`src/rtl/cpu_types_pkg.sv`:
```
// cpu_types_pkg: shared CPU-side types for memory arbitration.
package cpu_types_pkg;
    typedef logic [31:0] word_t;
    typedef enum logic [1:0] {FREE, BUSY, ACCESS, ERROR} ramstate_t;
    typedef enum logic [1:0] {IDLE, IGNT, DGNT, FAULT} arb_state_t;
endpackage

```
`src/rtl/mem_arb_select.sv`:
```
// mem_arb_select: picks the next grant from IDLE with data priority and starvation guard.
module mem_arb_select
    import cpu_types_pkg::*;
#(
    parameter int DATA_STREAK_MAX = 4,
    parameter int SW = 3
) (
    input  logic          iREN,
    input  logic          dREN,
    input  logic          dWEN,
    input  logic [SW-1:0] streak,
    output arb_state_t    nxt,
    output logic          wen
);
    logic starve;
    always_comb begin
        starve = iREN && streak == SW'(DATA_STREAK_MAX);
        nxt = ((dREN || dWEN) && !starve) ? DGNT : iREN ? IGNT : IDLE;
        wen = dWEN;
    end
endmodule

```
`src/rtl/memory_arbiter.sv`:
```
// memory_arbiter: single-port RAM arbiter between instruction and data requesters
// with streak-based fairness, grant timeout and sticky fault.
module memory_arbiter
    import cpu_types_pkg::*;
#(
    parameter int RAM_TIMEOUT = 16,
    parameter int DATA_STREAK_MAX = 4
) (
    input  logic      CLK,
    input  logic      RST,
    input  logic      iREN,
    input  word_t     iaddr,
    input  logic      dREN,
    input  logic      dWEN,
    input  word_t     daddr,
    input  word_t     dstore,
    input  ramstate_t ramstate,
    input  word_t     ramload,
    output logic      ihit,
    output logic      dhit,
    output word_t     iload,
    output word_t     dload,
    output logic      ramREN,
    output logic      ramWEN,
    output word_t     ramaddr,
    output word_t     ramstore,
    output logic      fault
);
    localparam int SW = $clog2(DATA_STREAK_MAX + 1);
    localparam int TW = $clog2(RAM_TIMEOUT + 1);
    arb_state_t    state_q, state_d, sel_nxt;
    word_t         addr_q, addr_d, store_q, store_d;
    logic          wen_q, wen_d, sel_wen, grant;
    logic [SW-1:0] streak_q, streak_d;
    logic [TW-1:0] tmo_q, tmo_d;
    mem_arb_select #(.DATA_STREAK_MAX(DATA_STREAK_MAX), .SW(SW)) u_sel (
        .iREN(iREN), .dREN(dREN), .dWEN(dWEN), .streak(streak_q),
        .nxt(sel_nxt), .wen(sel_wen)
    );
    always_comb begin
        state_d  = state_q;
        addr_d   = addr_q;
        store_d  = store_q;
        wen_d    = wen_q;
        streak_d = streak_q;
        tmo_d    = tmo_q;
        case (state_q)
            IDLE: if (sel_nxt != IDLE) begin
                state_d  = sel_nxt;
                tmo_d    = '0;
                addr_d   = sel_nxt == DGNT ? daddr : iaddr;
                store_d  = sel_nxt == DGNT ? dstore : '0;
                wen_d    = sel_nxt == DGNT && sel_wen;
                streak_d = sel_nxt == IGNT ? '0 :
                           streak_q == SW'(DATA_STREAK_MAX) ? streak_q : streak_q + SW'(1);
            end
            IGNT, DGNT: begin
                if (ramstate == ACCESS) state_d = IDLE;
                else if (ramstate == ERROR) state_d = FAULT;
                else begin
                    tmo_d = tmo_q + TW'(1);
                    if (tmo_q == TW'(RAM_TIMEOUT - 1)) state_d = FAULT;
                end
            end
            default: state_d = FAULT;
        endcase
    end
    always_ff @(posedge CLK) begin
        if (RST) begin
            state_q  <= IDLE;
            addr_q   <= '0;
            store_q  <= '0;
            wen_q    <= 1'b0;
            streak_q <= '0;
            tmo_q    <= '0;
        end else begin
            state_q  <= state_d;
            addr_q   <= addr_d;
            store_q  <= store_d;
            wen_q    <= wen_d;
            streak_q <= streak_d;
            tmo_q    <= tmo_d;
        end
    end
    // Strobes and address decode only from the latched request, never live inputs.
    always_comb begin
        grant    = state_q == IGNT || state_q == DGNT;
        ramREN   = state_q == IGNT || (state_q == DGNT && !wen_q);
        ramWEN   = state_q == DGNT && wen_q;
        ramaddr  = grant ? addr_q : '0;
        ramstore = grant ? store_q : '0;
        ihit     = state_q == IGNT && ramstate == ACCESS;
        dhit     = state_q == DGNT && ramstate == ACCESS;
        iload    = ihit ? ramload : '0;
        dload    = (dhit && !wen_q) ? ramload : '0;
        fault    = state_q == FAULT;
    end
endmodule

```
`config.mk`:
```
export PLATFORM = sky130hd
export DESIGN_NAME = memory_arbiter
export DESIGN_NICKNAME = d
export VERILOG_FILES = /design/src/rtl/cpu_types_pkg.sv /design/src/rtl/mem_arb_select.sv /design/src/rtl/memory_arbiter.sv
export SDC_FILE = /design/constraint.sdc
export NUM_CORES = 1
export LEC_CHECK = 0
export BUFFER_PORTS_ARGS = -buffer_cell sky130_fd_sc_hd__clkbuf_2
export CORE_AREA = 2 2 104 106
export CTS_BUF_LIST = sky130_fd_sc_hd__clkbuf_8
export DETAILED_ROUTE_END_ITERATION = 6
export DIE_AREA = 0 0 106 108
export GPL_ROUTABILITY_DRIVEN = 0
export PLACE_DENSITY = 0.8
export SLEW_MARGIN = 20
export SYNTH_ARGS = -nofsm -noshare
export SYNTH_HDL_FRONTEND = slang
export SYNTH_HIERARCHICAL = 1
export SYNTH_SLANG_ARGS = --single-unit
```
`constraint.sdc`:
```
create_clock -name CLK -period 1.7 [get_ports CLK]
set_input_delay 0.17 -clock CLK [delete_from_list [all_inputs] [get_ports CLK]]
set_output_delay 0.17 -clock CLK [all_outputs]
set_load 0.1 [all_outputs]
```
==> metrics.csv <==
stage,metric,value,unit
status,run status,"complete, but fails checks",
status,failing checks,negative setup slack,
cts,"Reg clk slew, reported paths",0.09,ns
drt,WL final,28280,µm
pwr,Power Total,18.48,mW
die,number of cell rows,37,
layout,multi-input logic area,0.003343,mm²
timing,worst rel slew slack,61.15,%
drt,Final ANT Viol Nets,0,
drt,DR top layer,met4,
cts,clk_lat worst skew,0.38,ns
die,I/O pin count,268,
synthesis,top cell type by total area after synthesis,dfxtp_1,
worst_setup_path,CP max FO,5,
synthesis,Synth Cell Area,0.003944,mm²
global_routing,Congestion Overflow GR,0,
die,Initial Utilization,38.55,%
cts,Bufs on Longest Clock Path,2,
cts,clk sinks,75,
layout,fin cells,942,
synthesis,Yosys Warn Count,6,
global_routing,first-pass GRT wire length,29810,µm
cts,H-tree depth,3,
synthesis,"EDFF count, synth",0,
worst_setup_path,crit end category,flip-flop,
timing,FMAX,485.9,MHz
worst_setup_path,critical path class,flip-flop to flip-flop,
timing,Setup Viol. Count Final,207,
placed_design,DP Cell Count,875,
drt,met2 wire length,13340,µm
synthesis,most common cell in the synthesized netlist,and2_1,
layout,antenna cells,0,
drt,met1 WL,9495,µm
layout,Final nets,944,
drt,DRT iter0 DRCs,853,
timing,Max Transition Viols Final,0,
worst_setup_path,CP arrival,2.31,ns
cts,cts hold-fix bufs,0,
die,Die Span Y,108,µm
layout,fill cell count,254,
synthesis,"FF+latch count, synth",75,
synthesis,"Seq/Total Area, Yosys",38.07,%
synthesis,Gate Count Post-Synth,492,
pwr,Worst VDD drop,1.354,mV
drt,Routed met3 length,3137,µm
drt,TritonRoute pass-1 iters,7,
synthesis,fraction of registers with async set/reset,0,%
timing,PnR worst setup slack,-0.3581,ns
drt,wire per inst,30.03,µm
layout,Area Overhead vs Synth,145.2,%
cts,CTS tree,built,
cts,root buf cell,clkbuf_8,
layout,fraction of final layout cells sized beyond drive strength 1,76.67,%
timing,Final min period,2.058,ns
worst_setup_path,Crit path required time,1.95,ns
pwr,Pwr Density,1911,mW/mm²
timing,Tcrit/Tclk final,121.1,%
global_routing,antenna violations before repair,0,
synthesis,unique cell type count in the Yosys netlist,34,
cts,Num CTS Buffers,9,
worst_setup_path,startpoint types,flip-flop,
placed_design,detailed placement HPWL,12050,µm
timing,setup TNS,-41.86,ns
synthesis,synth top area cells,"dfxtp_1 (38%), and2_1 (21%), a22oi_1 (6.3%)",
placed_design,Port Buf Inserts,267,
global_routing,vias in the first global route,5222,
timing,Slew @ Worst Pin,0.5681,ns
synthesis,Main synth FF type,dfxtp_1,
synthesis,Synthesized Nets,635,
synthesis,average cell area after synthesis,8.016,µm²
drt,Via density,6.345,
timing,Worst Skew,0.01676,ns
global_routing,GRT Util Overall,33.93,%
die,DIE AREA,0.01145,mm²
pwr,P_leak,4.059,nW
drt,DRC Markers,0,
worst_hold_path,Worst Hold Class,primary input to flip-flop,
timing,"Hold Vio Cnt, Final",0,
die,die extent in x,106,µm
job,total of max-cap violations,0,
die,Core Area,0.01023,mm²
synthesis,"top cells by count, synth","and2_1 (130), dfxtp_1 (75), a21oi_1 (41)",
global_routing,largest net degree at the start of global routing,36,
synthesis,Yosys top cell area share,38.07,%
layout,Reg area,0.001515,mm²
drt,via count,5977,
timing,unrepaired setup endpoints after global routing,true,
==> flip-flops by register name, indices dropped and copies added (netlist names) <==
name,cells
store_q,32
addr_q,32
wen_q,1
state_q,2
streak_q,3
tmo_q,5
==> cell families (layout without fill, tap and decap cells) <==
logic type | count (synthesis) | in the layout | synth area share (%)
flip-flops | 75 | 75 | 38.07
multiplexers | 1 | 1 | 0.2538
AND/OR/NAND/NOR | 195 | 195 | 29.12
AO/OA/AOI/OAI | 157 | 157 | 23.98
adder cells (fa/ha/maj) | 8 | 8 | 2.538
buffers and inverters | 56 | 370 | 6.028
==> routing by layer <==
metal  vias up  GRT usage, %
met5         -             0
met4         0         19.83
met3       207         10.19
met2       610         62.53
met1      2826         33.89
li1       2334             -
==> layout make-up <==
cell class              count  share of cell area [%]
well taps                 136                   1.759
flip-flops and latches     75                   15.67
clock buffers               9                   1.281
inverters                  10                  0.5304
multi-input cells         361                   34.57
repair buffers            344                   45.34
clock inverters             7                  0.8538
==> cell usage in the layout, fill, tap and decap left out, types with 3 or more instances in the layout <==
master / instances
buf_12: 146
clkbuf_2: 134
and2_4: 130
dfxtp_1: 70
nor2_1: 33
a22oi_2: 31
a21oi_2: 26
buf_4: 26
o22ai_4: 24
buf_6: 23
o21ai_1: 21
a21oi_1: 14
o21ai_0: 11
clkbuf_16: 11
clkbuf_8: 9
o22ai_2: 8
inv_1: 6
nand2b_1: 3
nor2_2: 3
inv_6: 3
clkinvlp_4: 3
o31ai_1: 3
nand4_1: 3
o21ai_2: 3
ha_4: 3
ha_1: 3
dfxtp_4: 3
==> repair_timing <==
item                                    4_1_cts  5_1_grt
endpoints found under the setup margin      189      205
pin swaps                                    36      104
gates cloned                                  9       16
buffers inserted                             15       21
gates resized for setup                      97      211
==> metrics by stage <==
stage | cell area, µm² | hold slack [ns] | worst slack (ns) | util [%]
after floorplan | 4212 | 0.3183 | 0.0007320 | -
after global placement | 7755 | 0.4056 | 0.01272 | 75.80
after detailed placement | 7755 | 0.4155 | -0.1040 | 75.80
after CTS | 8446 | 0.04219 | -0.2400 | 82.55
after global routing | 9672 | 0.05777 | -0.3401 | 94.53
final | 9672 | 0.03978 | -0.3581 | 94.53
==> path summary, 6_finish.rpt <==
path                             startpoint           to  slack (ns)  cells after the start
worst min register to register  store_q[26]  store_q[26]        0.53                      2
worst max-delay path            streak_q[2]     tmo_q[2]       -0.36                      7
worst min-delay path             dstore[26]  store_q[26]        0.04                      3
worst max register to register  streak_q[2]     tmo_q[2]       -0.36                      7
==> critical path, cell delays in order, from the launching register on <==
cell      delay (ns)
dfxtp_2         0.38
nor3b_4         0.32
a21oi_2         0.13
buf_6           0.16
nor3b_4         0.34
buf_4           0.23
a21oi_1         0.06
a211oi_1        0.32
==> where the power goes <==
part	internal (mW)	switching, mW	total (mW)
clock	0.702	0.808	1.51
combinational	5.70	8.59	14.3
sequential	2.26	0.416	2.68
total	8.66	9.82	18.5
Note: power is estimated with default switching activity, not from simulation.
